--- src/rtl/ex_stage.sv ---
// ex_stage -- MIPS-style execute stage (ID/EX -> EX/MEM register).
//
// Ports:
//   clk, rst_n                     clock, async active-low reset
//   RegDstIN..RegWriteIN, ALUOpIN  control from the ID/EX register
//   nextPcIN, readData1IN,
//   readData2IN, signExtIN         PC+4, rs, rt, sign-extended immediate
//   ins20_16IN, ins15_11IN         rt / rd register numbers
//   *OUT (except stallOUT)         registered EX/MEM outputs
//   stallOUT                       combinational; asks upstream to hold
//
// Optional feature: define EX_MULT_EN to build a 32-cycle shift-add
// multiplier selected by R-type funct 011000. Without it the stage is purely
// single-cycle and stallOUT is tied low.
module ex_stage (
  input  logic        clk,
  input  logic        rst_n,
  input  logic        RegDstIN,
  input  logic        BranchIN,
  input  logic        MemReadIN,
  input  logic        MemtoRegIN,
  input  logic        MemWriteIN,
  input  logic        ALUSrcIN,
  input  logic        RegWriteIN,
  input  logic [1:0]  ALUOpIN,
  input  logic [31:0] nextPcIN,
  input  logic [31:0] readData1IN,
  input  logic [31:0] readData2IN,
  input  logic [31:0] signExtIN,
  input  logic [4:0]  ins20_16IN,
  input  logic [4:0]  ins15_11IN,
  output logic        BranchOUT,
  output logic        MemReadOUT,
  output logic        MemtoRegOUT,
  output logic        MemWriteOUT,
  output logic        RegWriteOUT,
  output logic [31:0] branchTargetOUT,
  output logic [31:0] aluResultOUT,
  output logic [31:0] writeDataOUT,
  output logic        zeroOUT,
  output logic [4:0]  writeRegOUT,
  output logic        stallOUT
);

  // Everything forwarded to MEM that does not depend on the ALU result.
  typedef struct packed {
    logic        br;
    logic        mr;
    logic        m2r;
    logic        mw;
    logic        rw;
    logic [4:0]  wreg;
    logic [31:0] wdata;
    logic [31:0] tgt;
  } ctl_t;

  typedef struct packed {
    ctl_t        ctl;
    logic [31:0] res;
    logic        zero;
  } out_t;

  logic [31:0] opa, opb, alu_res;
  logic [5:0]  funct;
  ctl_t        cur_ctl;
  out_t        out_d, oq;

  assign opa   = readData1IN;
  assign opb   = ALUSrcIN ? signExtIN : readData2IN;
  assign funct = signExtIN[5:0];

  always_comb begin
    alu_res = 32'd0;
    case (ALUOpIN)
      2'b01: alu_res = opa - opb;
      2'b10: begin
        case (funct)
          6'b100000: alu_res = opa + opb;
          6'b100010: alu_res = opa - opb;
          6'b100100: alu_res = opa & opb;
          6'b100101: alu_res = opa | opb;
          6'b100111: alu_res = ~(opa | opb);
          6'b101010: alu_res = {31'd0, $signed(opa) < $signed(opb)};
          default:   alu_res = 32'd0;
        endcase
      end
      default: alu_res = opa + opb; // 00 add, 11 reserved -> add
    endcase
  end

  always_comb begin
    cur_ctl.br    = BranchIN;
    cur_ctl.mr    = MemReadIN;
    cur_ctl.m2r   = MemtoRegIN;
    cur_ctl.mw    = MemWriteIN;
    cur_ctl.rw    = RegWriteIN;
    cur_ctl.wreg  = RegDstIN ? ins15_11IN : ins20_16IN;
    cur_ctl.wdata = readData2IN;
    cur_ctl.tgt   = nextPcIN + {signExtIN[29:0], 2'b00};
  end

`ifdef EX_MULT_EN
  typedef enum logic {IDLE, BUSY} state_t;

  state_t      state, state_d;
  logic        mul_dec, last;
  logic [4:0]  cnt;
  logic [31:0] ma, mb, acc, acc_nxt;
  ctl_t        hld;

  assign mul_dec = (ALUOpIN == 2'b10) && (funct == 6'b011000);
  assign last    = (cnt == 5'd31);
  // One partial product per BUSY cycle; the last one is folded in
  // combinationally so the product lands on the edge leaving BUSY.
  assign acc_nxt = acc + (mb[cnt] ? (ma << cnt) : 32'd0);

  always_ff @(posedge clk or negedge rst_n) begin
    if (!rst_n) state <= IDLE;
    else        state <= state_d;
  end

  always_comb begin
    state_d  = state;
    stallOUT = 1'b0;
    case (state)
      IDLE: if (mul_dec) begin
        state_d  = BUSY;
        stallOUT = 1'b1;
      end
      BUSY: begin
        if (last) state_d  = IDLE;
        else      stallOUT = 1'b1;
      end
      default: state_d = IDLE;
    endcase
  end

  always_ff @(posedge clk or negedge rst_n) begin
    if (!rst_n) begin
      cnt <= '0;
      acc <= '0;
      ma  <= '0;
      mb  <= '0;
      hld <= '0;
    end else if (state == IDLE) begin
      if (mul_dec) begin
        cnt <= '0;
        acc <= '0;
        ma  <= opa;
        mb  <= opb;
        hld <= cur_ctl;
      end
    end else begin
      acc <= acc_nxt;
      cnt <= cnt + 5'd1;
    end
  end

  always_comb begin
    out_d.ctl  = cur_ctl;
    out_d.res  = alu_res;
    out_d.zero = (alu_res == 32'd0);
    if (state == BUSY && last) begin
      out_d.ctl  = hld;
      out_d.res  = acc_nxt;
      out_d.zero = (acc_nxt == 32'd0);
    end else if (stallOUT) begin
      // Bubble: kill side-effecting control, leave the rest as it was.
      out_d        = oq;
      out_d.ctl.br = 1'b0;
      out_d.ctl.mr = 1'b0;
      out_d.ctl.mw = 1'b0;
      out_d.ctl.rw = 1'b0;
    end
  end
`else
  assign stallOUT = 1'b0;

  always_comb begin
    out_d.ctl  = cur_ctl;
    out_d.res  = alu_res;
    out_d.zero = (alu_res == 32'd0);
  end
`endif

  always_ff @(posedge clk or negedge rst_n) begin
    if (!rst_n) oq <= '0;
    else        oq <= out_d;
  end

  assign BranchOUT       = oq.ctl.br;
  assign MemReadOUT      = oq.ctl.mr;
  assign MemtoRegOUT     = oq.ctl.m2r;
  assign MemWriteOUT     = oq.ctl.mw;
  assign RegWriteOUT     = oq.ctl.rw;
  assign writeRegOUT     = oq.ctl.wreg;
  assign writeDataOUT    = oq.ctl.wdata;
  assign branchTargetOUT = oq.ctl.tgt;
  assign aluResultOUT    = oq.res;
  assign zeroOUT         = oq.zero;

endmodule

--- config.mk ---
export PLATFORM = sky130hd
export DESIGN_NAME = ex_stage
export DESIGN_NICKNAME = d
export VERILOG_FILES = /design/src/rtl/ex_stage.sv
export SDC_FILE = /design/constraint.sdc
export NUM_CORES = 1
export LEC_CHECK = 0
export ABC_AREA = 0
export BUFFER_PORTS_ARGS = -buffer_cell sky130_fd_sc_hd__clkbuf_2
export CORE_ASPECT_RATIO = 1.5
export CORE_UTILIZATION = 56
export CTS_BUF_LIST = sky130_fd_sc_hd__clkbuf_16
export CTS_CLUSTER_DIAMETER = 80
export DETAILED_ROUTE_END_ITERATION = 10
export PLACE_DENSITY = 0.83
export SLEW_MARGIN = 40
export SYNTH_ARGS = -nofsm -noshare
export SYNTH_HDL_FRONTEND = slang
export SYNTH_SLANG_ARGS = --single-unit
--- constraint.sdc ---
create_clock -name clk -period 0.8 [get_ports clk]
set_clock_uncertainty 0.15 [all_clocks]
set_input_delay 0.08 -clock clk [delete_from_list [all_inputs] [get_ports clk]]
set_output_delay 0.08 -clock clk [all_outputs]
set_load 0.02 [all_outputs]
==> results of run 1 <==
==> per-stage QoR <==
step	hold slack, ns	utilization
after floorplan	-0.3656	-
after global placement	-0.1757	0.8644
after detailed placement	-0.1773	0.8644
==> logic make-up after synthesis <==
kind of cell               Yosys count
xor gates and xnor gates            55
AOI/OAI and AO/OA                  361
buffers and inverters              156
adders and majority gates          154
muxes                               41
and+or+nand+nor                    349
other                                1
DFF                                107
==> summary.txt, run 1 <==
Err - [ERROR DPL-0033] detailed placement checks failed during check placement.
Most used DFF post-synth - dfrtp_1
synthesized instance count - 1224
I/O pins - 257
count leader, synth - ha_1
post-synthesis mux area share - 0.03966
main combinational cell family by area after synthesis - compound AO/OA/AOI/OAI gates
fraction of registers with async set/reset - 1.000
hpwl dp - 42880 um
CTS Sinks - 107
yosys warns - 0
Syn Nets - 1527
Rows - 61
FF+latch count, synth - 107
sequential share of the synthesized area - 0.2541
Synth Area in Compound Gates - 0.2452
Die X - 114.0 um
outcome - did not finish
Post-synth EDFFs - 0
Max clock buf depth - 2
adder-cell area share of the yosys netlist - 0.1850
main area contributors after synthesis - dfrtp_1 25%, ha_1 18%, nor2_1 4.8%
Synth Area in XOR/XNOR - 0.04572
routability cong. - 1.103
area of the mapped netlist - 10540 um^2
area share of the largest cell type after synthesis - 0.2541
CTS Root Cell - clkbuf_16
post-CTS sizing - 275
simple-gate portion of the synthesized area - 0.1653
Die Height - 170.0 um
placed cells - 2148
Area after DPL - 15970 um^2
Fail Step - clock tree synthesis (4_1_cts)
Starting Density - 0.5705
top cells by count, synth - 151 x ha_1, 134 x nor2_1, 109 x inv_1
Distinct cells, synth - 100
Avg Cell Area, Syn - 8.608 um^2
area leader, netlist - dfrtp_1
H-tree Lvls - 3
pre-CTS WS - -3.339 ns
Num CTS Buffers - 9
CTS hold repair buffers - 39
# port buffers - 255
post-CTS setup buffers - 69
==> inputs of run 2 (changes only) <==
--- a/config.mk
+++ b/config.mk
@@ -7,12 +7,9 @@
 export LEC_CHECK = 0
 export ABC_AREA = 0
 export BUFFER_PORTS_ARGS = -buffer_cell sky130_fd_sc_hd__clkbuf_2
-export CORE_ASPECT_RATIO = 1.5
-export CORE_UTILIZATION = 56
-export CTS_BUF_LIST = sky130_fd_sc_hd__clkbuf_16
-export CTS_CLUSTER_DIAMETER = 80
+export CORE_UTILIZATION = 40
 export DETAILED_ROUTE_END_ITERATION = 10
-export PLACE_DENSITY = 0.83
+export PLACE_DENSITY_LB_ADDON = 0.15
 export SLEW_MARGIN = 40
 export SYNTH_ARGS = -nofsm -noshare
 export SYNTH_HDL_FRONTEND = slang
==> run 2 against run 1 <==
Against the previous run:
- the flow now finishes, with violations (negative hold slack, negative setup slack)
- area after synthesis stayed put
- synthesized cell count stayed put
==> summary.txt, run 2 <==
post-route minimum period - 3.612 ns
startpoint types - primary input
Starting Density - 0.4055 (was 0.5705)
Max clock buf depth - 2 (unchanged)
CTS tree - built
initial antenna violation count - 1
Hold EP - writeRegOUT[3]$_DFF_PN0_
# diodes - 0
I/O pins - 257 (unchanged)
routed via count - 13560
commonest non-fill, non-tap cell in the layout - buf_4
LEAKAGE - 9.845 nW
maximum vdd drop - 1319 uV
crit path DAT - 3.74 ns
WL per Instance - 21.20 um
# port buffers - 255 (unchanged)
CTS Root Cell - clkbuf_16 (unchanged)
Sw Ratio - 0.3993
Clock power frac - 0.166
First-pass DRT Iterations - 6
First DRT Iteration DRCs - 1290
FF+latch count, synth - 107 (unchanged)
Clock Pin Slew Worst Setup and Hold Paths - 0.08 ns
vias in the first global route - 12868
area of the mapped netlist - 10540 um^2 (unchanged)
All-Layer GR Usage - 0.3379
Area after DPL - 16230 um^2 (was 15970 um^2)
Die X - 164.3 um (was 114.0 um)
CP max FO - 6
Final Cycle Share - 4.514
CTS hold repair buffers - 40 (was 39)
Worst setup EP type - flop
sequential share of the synthesized area - 0.2541 (unchanged)
worst setup margin - -2.812 ns
largest net degree at the start of global routing - 36
fin area - 20560 um^2
Most used DFF post-synth - dfrtp_1 (unchanged)
Distinct cells, synth - 100 (unchanged)
Worst EP required - 0.93 ns
layout cell share with drive strength beyond 1 - 0.5723
Hold/Removal Path Class - in -> reg
endpoints failing hold - 14
pre-CTS WS - -3.316 ns (was -3.339 ns)
hold path cells - 2
pwr dens - 1437 nW/um^2
Internal - 0.01774 W
area share of the largest cell type after synthesis - 0.2541 (unchanged)
sequential power share - 0.225
DRC - 0
main area contributors after synthesis - dfrtp_1 25%, ha_1 18%, nor2_1 4.8% (unchanged)
hpwl dp - 35500 um (was 42880 um)
count leader, synth - ha_1 (unchanged)
# Max-Cap Violations - 0
violated checks - negative hold slack, negative setup slack
filler cell count - 1623
final hold slack - -0.1947 ns
Num CTS Buffers - 9 (unchanged)
final max-slew violation count - 0
GRT overflow - 0
final WL - 51080 um
Post-synth EDFFs - 0 (unchanged)
drt via density - 5.629
crit path from - ALUSrcIN
post-route ant nets - 0
area leader, netlist - dfrtp_1 (unchanged)
combinational share of power - 0.609
final core area utilization - 0.7913
Final #Nets - 2372
die area - 26990 um^2
first-pass GRT wire length - 69370 um
Rows - 59 (was 61)
fraction of registers with async set/reset - 1.000 (unchanged)
RSZ-0062 raised after global routing - true
CP Class - in -> reg
outcome - finished, violations left (was did not finish)
top cells by count, synth - 151 x ha_1, 134 x nor2_1, 109 x inv_1 (unchanged)
NetSw - 0.01179 W
H-tree Lvls - 3 (unchanged)
Core ar. - 25980 um^2
Hold Startpoint - ins20_16IN[3]
Syn Nets - 1527 (unchanged)
Area Growth Syn to Fin - 95.14%
setup violation total in the final timing report - 170
CTS Sinks - 107 (unchanged)
Max Fclk - 0.2769 GHz
synthesized instance count - 1224 (unchanged)
Die Height - 164.3 um (was 170.0 um)
routability cong. - 0.9864 (was 1.103)
yosys warns - 0 (unchanged)
commonest non-fill, non-tap cells in the layout - 488 x buf_4, 185 x buf_6, 142 x clkbuf_2, 123 x nor2_1, 106 x dfrtp_1
Avg Cell Area, Syn - 8.608 um^2 (unchanged)
## run 2: cell counts after synthesis
No cell type changed its count.
## run 2: final cells by class
| type | count | area [um^2] | share of cell area |
|---|---|---|---|
| clock inverters | 6 | 67.56 | 0.003286 |
| well taps | 335 | 419.2 | 0.02039 |
| repair buffers | 880 | 7296 | 0.3548 |
| flip-flops and latches | 107 | 2679 | 0.1303 |
| inverters | 110 | 415.4 | 0.02020 |
| clock buffers | 10 | 239.0 | 0.01162 |
| multi-input cells | 961 | 9445 | 0.4594 |
## run 2: power by group through the flow
stage | sequential, W | clock, W | combinational, W
finish | 0.00665 | 0.00490 | 0.0180
global route | 0.00672 | 0.00512 | 0.0189
CTS | 0.00645 | 0.00492 | 0.0149
detailed placement | 0.00656 | 0 | 0.0131
global placement | 0.00654 | 0 | 0.0130
floorplan | 0.00753 | 0 | 0.00577
## run 2: through the flow
step           instances  TNS [ns]  total power [W]
2_1_floorplan       1224    -87.96          0.01329
4_1_cts             2361   -129.81          0.02623
3_3_place_gp        2250   -121.84          0.01952
3_5_place_dp        2250   -124.03          0.01964
6_report            2409   -135.23          0.02954
5_1_grt             2409   -141.05          0.03077
## run 2: worst max-delay path by stage
stage,end,slack (ns),cells past startpoint
CTS,zeroOUT$_DFF_PN0_,-2.70,17
global placement,zeroOUT$_DFF_PN0_,-3.19,17
finish,zeroOUT$_DFF_PN0_,-2.81,19
floorplan,zeroOUT$_DFF_PN0_,-2.75,17
global route,zeroOUT$_DFF_PN0_,-2.95,15
detailed placement,zeroOUT$_DFF_PN0_,-3.32,17
## run 2: what timing repair did
item                                   4_1_cts  5_1_grt
pin swaps                                   96      157
resized for setup                          214      531
setup endpoints to repair                  169      170
gates cloned                                 0        1
endpoints found under the hold margin      158       14
setup buffers                               63       79
## run 2: per-layer routing
layer | wire length [um] | GRT usage | share of wire | up-vias
met2 | 24640 | 0.5704 | 0.48 | 729
met4 | 1934 | 0.1237 | 0.038 | 2
met1 | 20030 | 0.4295 | 0.39 | 6550
li1 | - | - | - | 6128
met3 | 4465 | 0.05682 | 0.087 | 151
met5 | 13 | 0 | 0.00025 | -
## run 2: logic make-up (layout without fill, tap and decap cells)
logic type	Yosys count	after routing	share of synthesized area
flip-flops	107	107	0.2541
multiplexers	41	41	0.03966
XOR/XNOR	55	55	0.04572
AO/OA/AOI/OAI	361	361	0.2452
buffers and inverters	156	1006	0.06460
adder cells (fa/ha/maj)	154	154	0.1850
other	1	1	0.0003559
AND/OR/NAND/NOR	349	349	0.1653
## run 2: critical path, stage by stage
cell      delay, ns
buf_16         0.14
buf_12         0.16
buf_6          0.13
buf_6          0.11
mux2i_1        0.11
buf_4          0.18
ha_4           0.30
buf_6          0.11
buf_6          0.09
nor2_4         0.03
a211oi_2       0.19
o21bai_1       0.11
a211o_1        0.36
a22o_1         0.26
a31o_4         0.24
o311ai_4       0.31
a221oi_2       0.09
o41a_2         0.54
nor3_2         0.19
Power figures use the tool's default switching activity.
